## src/rtl/traffic_light_ctrl.sv

```systemverilog
// Two-way traffic-light phase controller: prescaled tick, six timed phases,
// pedestrian shortening of green, and a maintenance flash mode.
module traffic_light_ctrl #(
    parameter int TICK_DIV = 50000000,
    parameter int T_GREEN  = 20,
    parameter int T_YELLOW = 3,
    parameter int T_ALLRED = 2,
    parameter int T_PED    = 5
) (
    input  logic       CLOCK_50,
    input  logic [1:0] KEY,
    input  logic [0:0] SW,
    output logic [4:0] LEDR,
    output logic [7:0] LEDG
);

    localparam int PW = $clog2(TICK_DIV);
    localparam logic [PW-1:0] PRESC_MAX = PW'(TICK_DIV - 1);

    localparam logic [4:0] DUR_GREEN  = 5'(T_GREEN);
    localparam logic [4:0] DUR_YELLOW = 5'(T_YELLOW);
    localparam logic [4:0] DUR_ALLRED = 5'(T_ALLRED);
    localparam logic [4:0] DUR_PED    = 5'(T_PED);

    localparam logic [5:0] LAMPS_ALLRED = 6'b100100;
    localparam logic [5:0] LAMPS_NS_GRN = 6'b100001;
    localparam logic [5:0] LAMPS_NS_YEL = 6'b100010;
    localparam logic [5:0] LAMPS_EW_GRN = 6'b001100;
    localparam logic [5:0] LAMPS_EW_YEL = 6'b010100;

    typedef enum logic [2:0] {
        AR_A   = 3'd0,
        NS_GRN = 3'd1,
        NS_YEL = 3'd2,
        AR_B   = 3'd3,
        EW_GRN = 3'd4,
        EW_YEL = 3'd5,
        FLASH  = 3'd6
    } phaseT;

    logic          rstN;
    logic          keyMeta_q, keySync_q, keyPrev_q;
    logic          swMeta_q, swSync_q;
    logic          pedPress;

    logic [PW-1:0] presc_q, presc_d;
    logic          tickNow;
    logic          tick_q;

    phaseT         state_q, state_d;
    logic [4:0]    remain_q, remain_d;
    logic          flashPh_q, flashPh_d;
    logic          pedPend_q, pedPend_d;
    logic [5:0]    lamps_q, lamps_d;

    logic          isGreen;
    logic          allRedEntry;

    assign rstN = KEY[0];

    function automatic phaseT nextPhase(input phaseT s);
        phaseT n;
        case (s)
            AR_A:    n = NS_GRN;
            NS_GRN:  n = NS_YEL;
            NS_YEL:  n = AR_B;
            AR_B:    n = EW_GRN;
            EW_GRN:  n = EW_YEL;
            EW_YEL:  n = AR_A;
            default: n = AR_A;
        endcase
        return n;
    endfunction

    function automatic logic [4:0] phaseDuration(input phaseT s);
        logic [4:0] d;
        case (s)
            AR_A, AR_B:     d = DUR_ALLRED;
            NS_GRN, EW_GRN: d = DUR_GREEN;
            NS_YEL, EW_YEL: d = DUR_YELLOW;
            default:        d = 5'd0;
        endcase
        return d;
    endfunction

    // Button and switch are asynchronous; the extra key flop gives a one-cycle press pulse.
    always_ff @(posedge CLOCK_50) begin
        if (!rstN) begin
            keyMeta_q <= 1'b0;
            keySync_q <= 1'b0;
            keyPrev_q <= 1'b0;
            swMeta_q  <= 1'b0;
            swSync_q  <= 1'b0;
        end else begin
            keyMeta_q <= KEY[1];
            keySync_q <= keyMeta_q;
            keyPrev_q <= keySync_q;
            swMeta_q  <= SW[0];
            swSync_q  <= swMeta_q;
        end
    end

    assign pedPress = keyPrev_q & ~keySync_q;

    assign tickNow = (presc_q == PRESC_MAX);

    always_comb begin
        presc_d = presc_q + PW'(1);
        if (tickNow) begin
            presc_d = '0;
        end
    end

    always_ff @(posedge CLOCK_50) begin
        if (!rstN) begin
            presc_q <= '0;
            tick_q  <= 1'b0;
        end else begin
            presc_q <= presc_d;
            tick_q  <= tickNow;
        end
    end

    always_ff @(posedge CLOCK_50) begin
        if (!rstN) begin
            state_q   <= AR_A;
            remain_q  <= DUR_ALLRED;
            flashPh_q <= 1'b0;
            pedPend_q <= 1'b0;
            lamps_q   <= LAMPS_ALLRED;
        end else begin
            state_q   <= state_d;
            remain_q  <= remain_d;
            flashPh_q <= flashPh_d;
            pedPend_q <= pedPend_d;
            lamps_q   <= lamps_d;
        end
    end

    assign isGreen = (state_q == NS_GRN) || (state_q == EW_GRN);

    // Priority: flash, flash exit, pedestrian shorten (swallows a coincident tick), tick.
    always_comb begin
        state_d   = state_q;
        remain_d  = remain_q;
        flashPh_d = flashPh_q;
        if (swSync_q) begin
            state_d  = FLASH;
            remain_d = 5'd0;
            if (state_q != FLASH) begin
                flashPh_d = 1'b0;
            end else if (tickNow) begin
                flashPh_d = ~flashPh_q;
            end
        end else if (state_q == FLASH) begin
            state_d   = AR_A;
            remain_d  = DUR_ALLRED;
            flashPh_d = 1'b0;
        end else if (pedPend_q && isGreen && (remain_q > DUR_PED)) begin
            remain_d = DUR_PED;
        end else if (tickNow) begin
            if (remain_q == 5'd1) begin
                state_d  = nextPhase(state_q);
                remain_d = phaseDuration(nextPhase(state_q));
            end else begin
                remain_d = remain_q - 5'd1;
            end
        end
    end

    assign allRedEntry = ((state_d == AR_A) || (state_d == AR_B)) && (state_d != state_q);

    always_comb begin
        pedPend_d = pedPend_q;
        if (pedPress) begin
            pedPend_d = 1'b1;
        end else if (allRedEntry) begin
            pedPend_d = 1'b0;
        end
    end

    // Lamps decode from the next state so the registered lamps line up with state_q.
    always_comb begin
        lamps_d = LAMPS_ALLRED;
        case (state_d)
            AR_A, AR_B: lamps_d = LAMPS_ALLRED;
            NS_GRN:     lamps_d = LAMPS_NS_GRN;
            NS_YEL:     lamps_d = LAMPS_NS_YEL;
            EW_GRN:     lamps_d = LAMPS_EW_GRN;
            EW_YEL:     lamps_d = LAMPS_EW_YEL;
            FLASH:      lamps_d = {1'b0, flashPh_d, 1'b0, 1'b0, flashPh_d, 1'b0};
            default:    lamps_d = LAMPS_ALLRED;
        endcase
    end

    assign LEDR = remain_q;
    assign LEDG = {tick_q, pedPend_q, lamps_q};

endmodule
```

## config.mk

```make
export PLATFORM = sky130hd
export DESIGN_NAME = traffic_light_ctrl
export DESIGN_NICKNAME = d
export VERILOG_FILES = /design/src/rtl/traffic_light_ctrl.sv
export SDC_FILE = /design/constraint.sdc
export NUM_CORES = 1
export LEC_CHECK = 0
export CAP_MARGIN = 20
export CORE_MARGIN = 5
export CORE_UTILIZATION = 30
export CTS_CLUSTER_SIZE = 24
export DETAILED_ROUTE_END_ITERATION = 12
export PLACE_DENSITY = 0.57
export SYNTH_ARGS = -nofsm -noshare
export SYNTH_HDL_FRONTEND = slang
export SYNTH_SLANG_ARGS = --single-unit
```

## constraint.sdc

```tcl
create_clock -name CLOCK_50 -period 2 [get_ports CLOCK_50]
set_input_delay 0.4 -clock CLOCK_50 [delete_from_list [all_inputs] [get_ports CLOCK_50]]
set_output_delay 0.4 -clock CLOCK_50 [all_outputs]
set_load 0.05 [all_outputs]
```

After elaboration in Yosys (flattened, before gate mapping)
Cells that the tools add are included.
{"block": "op_classes", "reduce_logical": 17, "n_eq_ne": 20, "magnitude_cmp": 1, "n_bitwise": 4, "muxes": 24, "add_sub_neg": 2}
{"operator": "$mux W3", "count": 12}
{"operator": "$pmux W6 S5", "count": 1}
{"operator": "$add A26 B1 Y26 const B", "count": 1}
{"operator": "$eq A26 B26 Y1 const B", "count": 1}
{"operator": "$eq A3 B3 Y1 const B", "count": 7}
{"operator": "$eq A3 B2 Y1 const B", "count": 6}
{"operator": "$pmux W3 S5", "count": 1}
{"operator": "$pmux W5 S3", "count": 1}
{"operator": "$eq A3 B1 Y1 const B", "count": 3}
{"operator": "$logic_not A3 Y1", "count": 3}
{"operator": "$reduce_or A2 Y1", "count": 4}
{"operator": "$mux W1", "count": 6}
{"operator": "$eq A5 B1 Y1 const B", "count": 1}
{"operator": "$gt A5 B3 Y1 const B", "count": 1}
{"operator": "$mux W5", "count": 1}
{"operator": "$sub A5 B1 Y5 const B", "count": 1}
{"operator": "$mux W2", "count": 2}
{"operator": "$reduce_bool A2 Y1", "count": 2}
{"operator": "$reduce_bool A4 Y1", "count": 1}
{"operator": "$reduce_or A4 Y1", "count": 1}
{"operator": "$logic_and A1 B1 Y1", "count": 3}
{"operator": "$ne A3 B3 Y1", "count": 1}
{"operator": "$ne A3 B3 Y1 const B", "count": 1}
{"operator": "$not A1 Y1", "count": 3}
{"operator": "3 further kinds", "count": 4}
{"block": "word_totals", "wordCells": 82, "regBits": 48, "out_inout_bits": 13, "inputBits": 4}

Depth between registers and ports, before layout
Gate-level depths: netlist of the first run.
{"block": "logic_depth", "depth_word": 15, "ltp_mapped": 7}

Worst setup path after synthesis of the first run
Ideal clock, no wire load.
{"block": "synth_timing", "kind": "register to register", "start": "reg remain_q[0] (netlist: LEDR[0])", "end": "reg lamps_q[1]", "stages_incl_launch_ff": 7, "synth_period_minus_slack_ns": 2.387, "slack_ns": -0.387, "path_buffers": 0, "setup_ns": 0.088, "required_time_ns": 1.912, "arrival_time_ns": 2.299, "path_cell_list": "dfxtp_1 -> ha_1 -> or4b_4 -> nor4_4 -> nand3_1 -> a31o_1 -> a311oi_2"}
{"block": "synth_via", "elab_chain_cells": 8, "word_cells_on_any_way": 14, "classes_between": "1 x order compare; 6 x eq/ne; 6 x mux; 1 x reduce/logical"}
{"element": "start, declared", "line_no": "51", "source": "logic [4:0] remain_q, remain_d;"}
{"element": "start signal, assigned", "line_no": "133", "source": "remain_q <= remain_d;"}
{"element": "parallel branches: the longest is 3 deep, another holds $gt A5 B3 Y1"}
{"element": "$mux W3 (*)", "line_no": "159", "source": "end else if (pedPend_q && isGreen && (remain_q > DUR_PED)) begin"}
{"element": "$mux W3 (*)", "line_no": "155", "source": "end else if (state_q == FLASH) begin"}
{"element": "$mux W3 (*)", "line_no": "147", "source": "if (swSync_q) begin"}
{"element": "$eq A3 B3 Y1 (tied with other cells)", "line_no": "185", "source": "case (state_d)"}
{"element": "$pmux W6 S5 (*)", "line_no": "185"}
{"element": "end signal, assigned", "line_no": "136", "source": "lamps_q <= lamps_d;"}
{"element": "end, declared", "line_no": "54", "source": "logic [5:0] lamps_q, lamps_d;"}
Mark *: on every way between the ends.
A chain may end at the register's enable or synchronous reset.

Final worst setup path of the first run
{"block": "layout_timing", "start": "reg remain_q[1] (netlist: LEDR[1])", "end": "reg lamps_q[1]"}
Same word-level chain as after synthesis.

==> results of run 1 <==
cells by family (layout without fill, tap and decap cells):
kind of cell | count (synthesis) | count (layout) | share of synthesized area, %
mux | 2 | 2 | 0.885
fa+ha+maj | 3 | 3 | 1.66
flops | 48 | 48 | 42.5
simple gates | 121 | 121 | 30.1
buf+inv | 20 | 65 | 3.65
compound gates | 38 | 38 | 11.2
xor+xnor | 26 | 26 | 10.1
synth_stat cells (3+ instances only):
cell type	instances	area, µm²
o21ai_0	10	50.1
and3_1	5	31.3
a31oi_1	4	25.0
and4_1	6	52.6
a21oi_1	8	40.0
nor4b_1	3	26.3
nor3_1	5	25.0
nand3_1	10	50.1
nand2b_1	5	31.3
inv_1	8	30.0
xor2_1	19	166
and2_1	8	50.1
clkbuf_1	9	33.8
nor2_1	37	139
nand2_1	16	60.1
nand4_1	8	50.1
xnor2_1	7	61.3
or3_1	4	25.0
ha_1	3	37.5
dfxtp_1	48	961
layout make-up:
type | instances | area, µm² | share of cell area [%]
Tap cell | 99 | 124 | 4.27
Timing Repair Buffer | 49 | 400 | 13.8
Clock inverter | 1 | 8.76 | 0.302
Inverter | 8 | 32.5 | 1.12
Clock buffer | 7 | 108 | 3.71
Multi-Input combinational cell | 190 | 1260 | 43.4
Sequential cell | 48 | 970 | 33.4
per-stage QoR:
step / cells / power [mW] / setup slack (ns)
2_1_floorplan: 258 / 1.08 / -0.0496
3_3_place_gp: 389 / 1.12 / 0.0778
3_5_place_dp: 389 / 1.13 / -0.00357
4_1_cts: 397 / 1.81 / -0.0212
5_1_grt: 402 / 1.87 / -0.0605
6_report: 402 / 1.79 / 0.00328
state kept, by name, indices dropped and copies added (netlist names):
| signal | flops |
|---|---|
| swSync_q | 1 |
| tick_q | 1 |
| swMeta_q | 1 |
| keySync_q | 1 |
| lamps_q | 6 |
| LEDR | 5 |
| keyPrev_q | 1 |
| state_q | 3 |
| keyMeta_q | 1 |
| flashPh_q | 1 |
| pedPend_q | 1 |
| presc_q | 26 |
worst min-delay path by stage:
stage                     slack [ns]                  from              endpoint  cells past startpoint
after detailed placement        0.42  keyMeta_q$_SDFF_PN0_  keySync_q$_SDFF_PN0_                      1
after floorplan                 0.41  keyMeta_q$_SDFF_PN0_  keySync_q$_SDFF_PN0_                      1
final                           0.44  keyMeta_q$_SDFF_PN0_  keySync_q$_SDFF_PN0_                      1
after global placement          0.42  keyMeta_q$_SDFF_PN0_  keySync_q$_SDFF_PN0_                      1
after global routing            0.46   swMeta_q$_SDFF_PN0_   swSync_q$_SDFF_PN0_                      1
after CTS                       0.45  keyMeta_q$_SDFF_PN0_  keySync_q$_SDFF_PN0_                      1
per-layer routing:
| layer | part of all wire, % | up-vias | wire length [µm] | global-route usage (%) |
|---|---|---|---|---|
| li1 | - | 995 | - | - |
| met1 | 46 | 894 | 2410 | 13.8 |
| met2 | 48 | 38 | 2510 | 19.4 |
| met3 | 3.8 | 9 | 198 | 2.52 |
| met4 | 1.5 | 0 | 80 | 3.67 |
| met5 | 0 | - | 0 | 0 |
power by group:
part,internal [mW],switching (mW)
Clock,0.359,0.330
Sequential,0.970,0.0146
Combinational,0.0510,0.0694
cells in the final DEF, fill, tap and decap left out, types with 2 or more instances in the layout:
| cell | synthesis | final |
|---|---|---|
| nand4_1 | 8 | 8 |
| mux2i_1 | 2 | 2 |
| o21ai_0 | 10 | 10 |
| a21oi_1 | 8 | 8 |
| inv_1 | 8 | 7 |
| nor4b_1 | 3 | 2 |
| ha_1 | 3 | 2 |
| or3_1 | 4 | 4 |
| dfxtp_4 | 0 | 2 |
| and2_1 | 8 | 8 |
| nand2_1 | 16 | 16 |
| xor2_1 | 19 | 19 |
| dfxtp_1 | 48 | 45 |
| nor3_1 | 5 | 4 |
| clkdlybuf4s50_1 | 0 | 13 |
| nand4b_1 | 2 | 2 |
| nor4_4 | 1 | 2 |
| nor3_2 | 2 | 3 |
| xnor2_1 | 7 | 7 |
| buf_4 | 2 | 36 |
| and4_1 | 6 | 6 |
| nand2b_1 | 5 | 5 |
| a31oi_1 | 4 | 4 |
| and3_1 | 5 | 5 |
| clkbuf_8 | 0 | 6 |
| nor2_1 | 37 | 37 |
| nand3_1 | 10 | 10 |
worst register-to-register path: stages (launching register included):
cell and delay (ns):
dfxtp_4 0.37, inv_4 0.06, ha_4 0.13, or4b_4 0.50
nor4_4 0.20, nand3_1 0.11, a31o_1 0.27, a311oi_2 0.27
timing repair:
item	in CTS	in global routing
pin swaps	0	1
endpoints found under the setup margin	1	8
setup buffers	0	5
resized for setup	0	5
hold endpoints to repair	0	0
hold buffers	0	0
==> impl_metrics.py, run 1 <==
metrics = {
    "run_status": {
        "outcome": "completed",
    },
    "floorplanning": {
        "die_w_um": 96.8,
        "initial_utilization_pct": 31.0,
        "boundaryPins": 17,
        "core_um2": 7290,
        "rows": 31,
        "fp.dieH_um": 96.8,
        "dieArea_um2": 9380,
    },
    "placement": {
        "gp_congestion": 0.843,
        "dp_hpwl_um": 3790,
        "io_buffers": 16,
        "dpl-instance-area_um2": 2720,
    },
    "flow_run": {
        "maxCapViolCount": 0,
    },
    "grt": {
        "grt_antenna_before_repair": 0,
        "grt_first_pass_wirelength_um": 8990,
        "grt_use_total_pct": 11.3,
        "overflow": 0,
        "grt_pass1_vias": 1932,
        "grt_max_degree": 16,
    },
    "synthesis": {
        "syn_area_per_cell_um2": 8.77,
        "ys_seq_elements": 48,
        "synth_edf_count": 0,
        "synthArstFlopShare_pct": 0,
        "synth-main-ff-cell": "dfxtp_1",
        "ys.warnings.count": 0,
        "syn_nets": 265,
        "yosysSeqAreaShare_pct": 42.5,
        "syn-cell-area_um2": 2260,
        "netlist-cell-type-count": 50,
        "synthCells": 258,
    },
    "routing": {
        "drt_iter0_drc": 73,
        "routed_via_density": 4.82,
        "vias": 1936,
        "drt-pass1-iter-count": 4,
        "antenna_left": 0,
        "drc": 0,
        "routed_wl_um": 5200,
        "wl_per_cell_um": 12.9,
    },
    "timing": {
        "tightest_slew_ns": 0.503,
        "rsz0062_at_grt": "true",
        "period_share_pct": 99.8,
        "setup_viol": 0,
        "fin_worst_hold_slack_ns": 0.440,
        "max_clock_freq_mhz": 501,
        "skew_ns": 0.0136,
        "hold_viol_final": 0,
        "slew_headroom_pct": 66.3,
        "fin_setup_tns_ns": 0,
        "slew_violations": 0,
        "period_needed_ns": 2.00,
    },
    "cts": {
        "cts_sinks": 48,
        "htreeDepth": 2,
        "clock_latency_ns": 0.30,
        "cts_tree": "built",
        "path_clk_slew_ns": 0.09,
        "cts_buffers": 5,
        "root_buffer": "clkbuf_8",
        "clockBufferDepth": 2,
    },
    "final_layout": {
        "drive_gt1_share_pct": 19.5,
        "nets": 309,
        "n_antenna_cell": 0,
        "area_delta_synth_final_pct": 28.2,
        "nFillCells": 775,
        "post-route-util_pct": 39.8,
        "final_area_um2": 2900,
    },
    "critical_path": {
        "critPathTopFamily": "simple AND/OR/NAND/NOR gates",
        "cp.arrival_ns": 2.21,
        "worst_path_max_delay_cell": "or4b_4",
        "crit_start": "LEDR[1]$_SDFFE_PN1P_",
        "critPathCapture": "lamps_q[1]$_SDFF_PN0_",
        "critPathMaxFanout": 4,
        "reg2regPathDepth": 7,
        "reg2reg_from": "LEDR[1]$_SDFFE_PN1P_",
        "r2r_slack_ns": 0.003,
        "regToRegEndpoint": "lamps_q[1]$_SDFF_PN0_",
        "crit_buf_inv": 1,
        "slowest_delay_ns": 0.50,
        "crit_required_ns": 2.21,
        "worstSetupStartpointType": "flop",
        "path_depth": 7,
        "endpoint_kind": "flop",
        "crit_chain": "inv_4 -> ha_4 -> or4b_4 -> nor4_4 -> nand3_1 -> a31o_1 -> a311oi_2",
        "crit_type": "flop to flop",
    },
    "power_and_ir_drop": {
        "ir_worst_vdd_mv": 0.297,
        "leakage_nw": 1.13,
        "power_density_nw_per_um2": 618,
    },
    "min_path": {
        "hold_path_class": "flop to flop",
    },
}
No activity file was read; power rests on OpenSTA's default activity.
==> inputs of run 2 (changes only) <==
CORE_MARGIN = 2   (was 5)
GPL_TIMING_DRIVEN = 0   (was not set)
==> run 2 against run 1 <==
Net effect:
- the run now ends with negative setup slack left
- utilization down 0.29 points
- first-iteration DRC count is 8.2% lower
- die area down 12%
- cell count fell by 2.7%
- clock power shrank 2%
- global-route usage grew 1.2 points
- combinational power down 3%
==> impl_metrics.py, run 2 (same netlist as run 1, synthesis figures left out) <==
metrics = {
    "timing": {
        "skew_ns": 0.0157,
        "period_share_pct": 102,
        "setup_viol": 2,
        "fin_setup_tns_ns": -0.0582,
        "rsz0062_at_grt": "true",
        "max_clock_freq_mhz": 488,
        "tightest_slew_ns": 0.595,
        "slew_violations": 0,
        "period_needed_ns": 2.05,
        "worst_slack_ns": -0.0472,
        "hold_viol_final": 0,
        "slew_headroom_pct": 59.7,
    },
    "cts": {
        "cts_tree": "built",
        "cts_buffers": 5,
        "clock_latency_ns": 0.31,
        "clockBufferDepth": 2,
        "cts_sinks": 48,
        "htreeDepth": 2,
        "postCtsHoldBufs": 0,
        "path_clk_slew_ns": 0.10,
        "root_buffer": "clkbuf_8",
    },
    "placement": {
        "gp_congestion": 0.804,
        "dp_hpwl_um": 3360,
        "dpl-instance-area_um2": 2570,
        "io_buffers": 16,
    },
    "grt": {
        "grtUsageMet2_pct": 20.5,
        "top_usage_layer": "met2",
        "overflow": 0,
        "grt_antenna_before_repair": 0,
        "met3_usage_pct": 2.59,
        "gr-usage-met1_pct": 16.1,
        "grt_pass1_vias": 1838,
        "grt_use_total_pct": 12.4,
        "grt_first_pass_wirelength_um": 8400,
        "grt_max_degree": 17,
    },
    "power_and_ir_drop": {
        "power_density_nw_per_um2": 615,
        "p_seq_share_pct": 55.4,
        "ir_worst_vdd_mv": 0.440,
        "clkPwrFrac_pct": 38.0,
        "leakage_nw": 1.18,
        "p_comb_share_pct": 6.5,
        "switching_share_pct": 24.3,
        "p_int_mw": 1.34,
        "p_sw_mw": 0.430,
    },
    "min_path": {
        "hp-start": "swMeta_q$_SDFF_PN0_",
        "hold_path_class": "flop to flop",
    },
    "final_layout": {
        "seq_area_um2": 970,
        "largest_register_ff_count": 26,
        "area_delta_synth_final_pct": 27.3,
        "top_register": "presc_q",
        "multiInputGateArea_um2": 1340,
        "drive_gt1_share_pct": 16.1,
        "nets": 298,
        "layout_common_cells": "dfxtp_1, nor2_1, xor2_1, nand2_1, buf_4",
        "final_area_um2": 2880,
        "n_antenna_cell": 0,
        "nFillCells": 757,
        "final_common_cell": "dfxtp_1",
    },
    "floorplanning": {
        "dieArea_um2": 8250,
        "die_w_um": 90.8,
        "initial_utilization_pct": 31.0,
        "core_um2": 7290,
        "rows": 31,
        "fp.dieH_um": 90.8,
        "boundaryPins": 17,
    },
    "critical_path": {
        "critPathTopFamily": "simple AND/OR/NAND/NOR gates",
        "crit_required_ns": 2.20,
        "crit_type": "flop to flop",
        "cp.arrival_ns": 2.24,
        "endpoint_kind": "flop",
        "worst_path_max_delay_cell": "or4b_4",
        "crit_buf_inv": 2,
        "reg2reg_from": "LEDR[1]$_SDFFE_PN1P_",
        "crit_chain": "inv_4 -> ha_4 -> or4b_4 -> nor4_4 -> buf_4 -> a41o_1 -> a31o_1 -> a311oi_2",
        "crit_start": "LEDR[1]$_SDFFE_PN1P_",
        "slowest_delay_ns": 0.49,
        "worstSetupStartpointType": "flop",
        "critPathMaxFanout": 4,
    },
    "routing": {
        "antenna_left": 0,
        "vias": 1921,
        "wl_per_cell_um": 13.0,
        "routed_wl_um": 5070,
        "drt_iter0_drc": 67,
        "drt-pass1-iter-count": 4,
        "routed_via_density": 4.91,
        "drc": 0,
    },
    "run_status": {
        "outcome": "finished, violations left",
        "violations": "negative setup slack",
    },
    "flow_run": {
        "maxCapViolCount": 0,
    },
}
run 2: cell types whose count changed in the layout (fill, tap and decap cells not counted), sizes merged:
cell           previous run  this run
inv                       8         9
dlygate4sd2               0         3
clkinv                    1         0
dlymetal6s2s              0         2
clkinvlp                  0         1
clkdlybuf4s50            13        11
buf                      36        14
clkbuf                    7        14
run 2: power groups by stage:
stage               registers [mW]  clock network (mW)  logic (mW)
global route                 0.985               0.744       0.128
CTS                          0.981               0.703       0.115
detailed placement            1.00                   0       0.110
floorplan                     1.02                   0      0.0598
finish                       0.981               0.673       0.116
global placement              1.00                   0       0.110
run 2: final timing paths:
path | endpoint | slack, ns | cells after the start
worst max-delay path | lamps_q[1]$_SDFF_PN0_ | -0.05 | 8
worst min-delay path | swSync_q$_SDFF_PN0_ | 0.44 | 1
worst max register to register | lamps_q[1]$_SDFF_PN0_ | -0.05 | 8
worst min register to register | swSync_q$_SDFF_PN0_ | 0.44 | 1
run 2: worst reg2reg max path, delay by kind of cell (launching register included):
| family | cells | cell delay, ns |
|---|---|---|
| DFF | 1 | 0.36 |
| adders and majority gates | 1 | 0.12 |
| and+or+nand+nor | 2 | 0.83 |
| AOI/OAI and AO/OA | 3 | 0.39 |
| buffers and inverters | 2 | 0.24 |
run 2: per-layer routing:
layer  wire length (µm)  share of wire, %
met4                 38              0.75
met1               2330                46
met3                190               3.8
met2               2500                49
met5                  0                 0
run 2: cell type report:
cell class	count	area share, %
inverter	8	1.13
timing repair buffer	27	8.47
sequential	48	33.7
tap	99	4.30
buffer	11	1.91
clock inverter	2	0.565
clock buffer	6	3.26
multi-input combinational	190	46.7
run 2: repair_timing:
action	4_1_cts	5_1_grt
buffers inserted	7	4
gates resized for setup	18	13
pin swaps	7	4
endpoints found under the setup margin	33	37
run 2: per-stage QoR:
stage	hold WS, ns	worst slack (ns)	power (mW)	instances	util, %
after global placement	0.415	-0.453	1.11	373	35.2
final	0.441	-0.0472	1.77	391	39.5
after CTS	0.442	-0.118	1.80	388	38.2
after detailed placement	0.417	-0.471	1.11	373	35.2
after global routing	0.468	-0.107	1.86	391	39.5
after floorplan	0.412	-0.0496	1.08	258	-
